[src/rtl/vdic_serial_alu.sv]
// Serial two-operand ALU: receives A, B and an opcode as 10-bit parity
// frames on din and returns status plus a 16-bit result as three frames on dout.
module vdic_serial_alu #(
    parameter int unsigned RSP_GAP = 2
) (
    input  logic clk,
    input  logic rst_n,
    input  logic enable_n,
    input  logic din,
    output logic dout,
    output logic dout_valid
);

    typedef enum logic [1:0] {IDLE, RX, CALC, TX} state_t;

    localparam logic [7:0] CMD_AND = 8'h01;
    localparam logic [7:0] CMD_ADD = 8'h10;

    state_t      state_q, state_d;
    logic [8:0]  sr_q, sr_d;
    logic [3:0]  bit_cnt_q, bit_cnt_d;
    logic [1:0]  frm_cnt_q, frm_cnt_d;
    logic [7:0]  a_q, a_d;
    logic [7:0]  b_q, b_d;
    logic [7:0]  status_q, status_d;
    logic [15:0] result_q, result_d;
    logic [3:0]  gap_cnt_q, gap_cnt_d;
    logic [29:0] tx_sr_q, tx_sr_d;
    logic [4:0]  tx_cnt_q, tx_cnt_d;
    logic        dout_q, dout_d;
    logic        valid_q, valid_d;
    logic        arm_q, arm_d;

    logic [9:0]  frame_w;
    logic [7:0]  data_w;
    logic        par_err;
    logic        seq_err;
    logic [29:0] rsp_w;

    function automatic logic [9:0] mk_frame(input logic t, input logic [7:0] d);
        return {t, d, ^{t, d}};
    endfunction

    assign frame_w = {sr_q, din};
    assign data_w  = frame_w[8:1];
    assign par_err = ^frame_w;
    assign seq_err = (frm_cnt_q == 2'd2) ? ~frame_w[9] : frame_w[9];
    assign rsp_w   = {mk_frame(1'b1, status_q),
                      mk_frame(1'b0, result_q[15:8]),
                      mk_frame(1'b0, result_q[7:0])};

    always_comb begin
        state_d   = state_q;
        sr_d      = sr_q;
        bit_cnt_d = bit_cnt_q;
        frm_cnt_d = frm_cnt_q;
        a_d       = a_q;
        b_d       = b_q;
        status_d  = status_q;
        result_d  = result_q;
        gap_cnt_d = gap_cnt_q;
        tx_sr_d   = tx_sr_q;
        tx_cnt_d  = tx_cnt_q;
        dout_d    = 1'b0;
        valid_d   = 1'b0;
        arm_d     = arm_q;
        unique case (state_q)
            IDLE: begin
                // A stream already running when we got here is not a new frame
                if (enable_n) begin
                    arm_d = 1'b1;
                end else if (arm_q) begin
                    state_d   = RX;
                    sr_d      = {8'd0, din};
                    bit_cnt_d = 4'd1;
                    frm_cnt_d = 2'd0;
                end
            end
            RX: begin
                if (enable_n) begin
                    state_d   = IDLE;
                    arm_d     = 1'b1;
                    bit_cnt_d = 4'd0;
                    frm_cnt_d = 2'd0;
                    sr_d      = '0;
                end else if (bit_cnt_q == 4'd9) begin
                    bit_cnt_d = 4'd0;
                    sr_d      = '0;
                    if (par_err || seq_err || frm_cnt_q == 2'd2) begin
                        state_d   = CALC;
                        gap_cnt_d = 4'd0;
                        result_d  = 16'h0000;
                        status_d  = 8'h00;
                        if (par_err) begin
                            status_d = 8'h40;
                        end else if (seq_err) begin
                            status_d = 8'h20;
                        end else if (data_w == CMD_AND) begin
                            result_d = {8'd0, a_q & b_q};
                        end else if (data_w == CMD_ADD) begin
                            result_d = {7'd0, {1'b0, a_q} + {1'b0, b_q}};
                        end else begin
                            status_d = 8'h80;
                        end
                    end else if (frm_cnt_q == 2'd0) begin
                        a_d       = data_w;
                        frm_cnt_d = 2'd1;
                    end else begin
                        b_d       = data_w;
                        frm_cnt_d = 2'd2;
                    end
                end else begin
                    sr_d      = {sr_q[7:0], din};
                    bit_cnt_d = bit_cnt_q + 4'd1;
                end
            end
            CALC: begin
                if (gap_cnt_q == 4'(RSP_GAP)) begin
                    state_d  = TX;
                    dout_d   = rsp_w[29];
                    valid_d  = 1'b1;
                    tx_sr_d  = {rsp_w[28:0], 1'b0};
                    tx_cnt_d = 5'd1;
                end else begin
                    gap_cnt_d = gap_cnt_q + 4'd1;
                end
            end
            TX: begin
                if (tx_cnt_q == 5'd30) begin
                    state_d  = IDLE;
                    arm_d    = 1'b0;
                    tx_cnt_d = 5'd0;
                    tx_sr_d  = '0;
                end else begin
                    dout_d   = tx_sr_q[29];
                    valid_d  = 1'b1;
                    tx_sr_d  = {tx_sr_q[28:0], 1'b0};
                    tx_cnt_d = tx_cnt_q + 5'd1;
                end
            end
        endcase
    end

    always_ff @(posedge clk or negedge rst_n) begin
        if (!rst_n) begin
            state_q   <= IDLE;
            sr_q      <= '0;
            bit_cnt_q <= '0;
            frm_cnt_q <= '0;
            a_q       <= '0;
            b_q       <= '0;
            status_q  <= '0;
            result_q  <= '0;
            gap_cnt_q <= '0;
            tx_sr_q   <= '0;
            tx_cnt_q  <= '0;
            dout_q    <= 1'b0;
            valid_q   <= 1'b0;
            arm_q     <= 1'b1;
        end else begin
            state_q   <= state_d;
            sr_q      <= sr_d;
            bit_cnt_q <= bit_cnt_d;
            frm_cnt_q <= frm_cnt_d;
            a_q       <= a_d;
            b_q       <= b_d;
            status_q  <= status_d;
            result_q  <= result_d;
            gap_cnt_q <= gap_cnt_d;
            tx_sr_q   <= tx_sr_d;
            tx_cnt_q  <= tx_cnt_d;
            dout_q    <= dout_d;
            valid_q   <= valid_d;
            arm_q     <= arm_d;
        end
    end

    assign dout       = dout_q;
    assign dout_valid = valid_q;

endmodule

[config.mk]
export PLATFORM = sky130hd
export DESIGN_NAME = vdic_serial_alu
export DESIGN_NICKNAME = d
export VERILOG_FILES = /design/src/rtl/vdic_serial_alu.sv
export SDC_FILE = /design/constraint.sdc
export NUM_CORES = 1
export LEC_CHECK = 0
export CAP_MARGIN = 20
export CORE_MARGIN = 2
export CORE_UTILIZATION = 55
export DETAILED_ROUTE_END_ITERATION = 10
export GPL_TIMING_DRIVEN = 1
export PLACE_DENSITY = 0.68
export SKIP_LAST_GASP = 1
export SYNTH_ARGS = -nofsm -noshare
export SYNTH_HDL_FRONTEND = slang
export SYNTH_SLANG_ARGS = --single-unit
[constraint.sdc]
create_clock -name clk -period 6 [get_ports clk]
set_input_delay 1.2 -clock clk [delete_from_list [all_inputs] [get_ports clk]]
set_output_delay 1.2 -clock clk [all_outputs]
set_load 0.03 [all_outputs]
==> impl_metrics.json <==
{
  "ys_seq_area_share_pct": 51.2,
  "hold_path_class": "reg2reg",
  "gp_congestion": 0.831,
  "postSynthNetCount": 409,
  "initial_utilization_pct": 57.4,
  "worst_ep_arrival_time_ns": 3.34,
  "dieArea_um2": 8370,
  "ioPinCount": 6,
  "ir_drop_uv": 222,
  "status": "complete, no violations",
  "reg2regPathDepth": 8,
  "p_leak_nw": 2.24,
  "drt_iter0_markers": 195,
  "finalCritPeriodShare_pct": 51.5,
  "crit_path_end_kind": "register",
  "layout-drive-gt1-share_pct": 12.4,
  "finalSetupViolCount": 0,
  "yosysMostFrequentCell": "dfrtp_1",
  "clk_pin_slew_worst_paths_ns": 0.09,
  "criticalPathCategory": "in2reg",
  "yosysTopAreaCellShare_pct": 50.6,
  "grt_remaining_overflow": 0,
  "fmax_ghz": 0.324,
  "synthCells": 390,
  "cts_tree": "yes",
  "netlist_top_cells_area": "dfrtp_1, a22o_1, mux2_2",
  "yosysWarnings": 0,
  "synth.distinct_cells": 53,
  "clockBufferDepth": 2,
  "cts-resized-gates": 0,
  "synth_common_cells": "dfrtp_1, nand2_1, o21ai_0",
  "cp-start-kind": "input pin",
  "synth_edf_count": 0,
  "grt_pass1_wl_um": 13600,
  "drcViolationCount": 0,
  "h-tree-depth": 3,
  "post_cts_buffers": 0,
  "seq_area_um2": 2150,
  "synth_ff_type": "dfrtp_1",
  "placementRows": 31,
  "drt-total-wl_um": 7810,
  "wire_per_inst_um": 15.8,
  "critPathRequiredTime_ns": 6.25,
  "min_path_cells": 2,
  "diodes": 0,
  "core_um2": 7330,
  "layout_min_cycle_time_ns": 3.09,
  "fin_hold_ws_ns": 0.483,
  "clock_latency_ns": 0.37,
  "cts.sinks": 86,
  "report.final.slew_viol_count": 0,
  "r2r-start": "gap_cnt_q[0]",
  "critPathLaunch": "enable_n",
  "cts-buffers-inserted": 9,
  "skew_ns": 0.0123,
  "antenna_found_initial": 0,
  "track_usage_pct": 20.4,
  "yosysTopAreaCell": "dfrtp_1",
  "rsz0062_at_grt": "no",
  "synth_seq_cells": 86,
  "hold_viol": 0,
  "vias": 2894,
  "viasPerCell": 5.85,
  "dp_hpwl_um": 5210,
  "cp_max_fo": 8,
  "area.growth.synth_to_final_pct": 7.58,
  "power_density_nw_per_um2": 355,
  "postCtsHoldBufs": 0,
  "final_antenna_net_count": 0,
  "numPortBuffers": 5,
  "syn_area_um2": 4210,
  "tns_ns": 0,
  "grt_max_degree": 87,
  "die_x_um": 91.5,
  "relSlewSlack_pct": 38.5,
  "worstHoldStart": "tx_sr_q[29]",
  "cts-root-buf": "clkbuf_8",
  "fp.dieH_um": 91.5,
  "fin_nets": 410,
  "grt_pass1_vias": 2698,
  "cap_violations": 0,
  "syn_avg_cell_area_um2": 10.8,
  "final.fill_count": 606,
  "synthArstFlopShare_pct": 100,
  "drt_first_pass_iters": 5,
  "worstMarginPinSlew_ns": 0.922,
  "multi_input_area_um2": 1910
}
==> worst paths after layout <==
kind | to | slack [ns]
min reg2reg | dout | 0.48
max in group asynchronous | arm_q | 4.70
min in group asynchronous | tx_sr_q[5] | 0.66
min | dout | 0.48
max | a_q[4] | 2.91
max reg2reg | tx_sr_q[2] | 3.41
==> worst max-delay path: stages <==
cell	delay (ns)
clkdlybuf4s50_1	0.47
nor3_1	0.65
nor4b_4	0.42
nand3_2	0.26
mux2_2	0.34
==> registers in the layout (all words and copies together) (netlist names), named ones only <==
| signal | count |
|---|---|
| a_q | 8 |
| arm_q | 1 |
| b_q | 8 |
| bit_cnt_q | 4 |
| dout | 1 |
| dout_valid | 1 |
| frm_cnt_q | 2 |
| gap_cnt_q | 4 |
| result_q | 9 |
| sr_q | 9 |
| state_q | 1 |
| status_q | 3 |
| tx_cnt_q | 5 |
| tx_sr_q | 29 |
==> cells by family after synthesis <==
| logic type | count (synthesis) | synth area share (%) |
|---|---|---|
| mux | 18 | 4.76 |
| xor+xnor | 24 | 5.53 |
| compound gates | 110 | 18.5 |
| buf+inv | 38 | 3.54 |
| flops | 86 | 51.2 |
| fa+ha+maj | 15 | 4.64 |
| simple gates | 99 | 11.9 |
==> per-layer routing <==
layer	GRT usage [%]	vias to the layer above	wire length, µm
met5	0	-	0
met4	7.07	0	134
met3	4.56	12	225
met2	30.5	37	3590
met1	29.4	1429	3870
li1	-	1416	-
==> stage by stage <==
| step | area, µm² | setup WS (ns) | util, % | cells | power [mW] |
|---|---|---|---|---|---|
| 2_1_floorplan | 4210 | 3.19 | - | 390 | 1.12 |
| 3_3_place_gp | 4320 | 2.59 | 58.9 | 477 | 1.23 |
| 3_5_place_dp | 4320 | 2.54 | 58.9 | 477 | 1.24 |
| 4_1_cts | 4490 | 2.92 | 61.3 | 493 | 1.61 |
| 5_1_grt | 4530 | 2.71 | 61.8 | 495 | 1.72 |
| 6_report | 4530 | 2.91 | 61.8 | 495 | 1.61 |
==> cell type report <==
| type | instances | area share, % |
|---|---|---|
| clock inverter | 6 | 1.05 |
| sequential | 86 | 47.6 |
| timing repair buffer | 9 | 2.16 |
| tap | 99 | 2.74 |
| inverter | 19 | 1.58 |
| clock buffer | 10 | 2.82 |
| multi-input combinational | 266 | 42.1 |
==> placed cells by master (no fill, tap or decap), types with 2 or more instances in the layout <==
master           instances
a22o_1                  22
buf_4                    4
mux2i_1                  2
nand2_1                 32
and3_1                   4
and4_1                   2
or4_1                    2
clkdlybuf4s50_1          4
a222oi_1                10
a21oi_1                 15
a31oi_1                  3
a21o_1                   5
clkinv_4                 3
a211oi_1                 2
ha_1                    14
nor3_1                   3
xor2_1                   6
nand4_1                  5
o21ai_0                 31
xnor2_1                 16
dfrtp_1                 85
o211ai_1                 3
nor2b_1                  3
nand3_1                 11
nor2_1                  22
clkbuf_8                 9
mux2_2                  16
inv_1                   19
a22oi_1                  5
or2_2                    4
o21a_1                   3
a211o_1                  2
and2_1                   4
==> where the power goes <==
part	switching, mW	leakage (nW)	internal (mW)
clock network	0.217	0.0868	0.153
logic	0.317	0.986	0.175
registers	0.0866	1.17	0.659
total	0.621	2.24	0.988
Note: power is estimated with default switching activity, not from simulation.
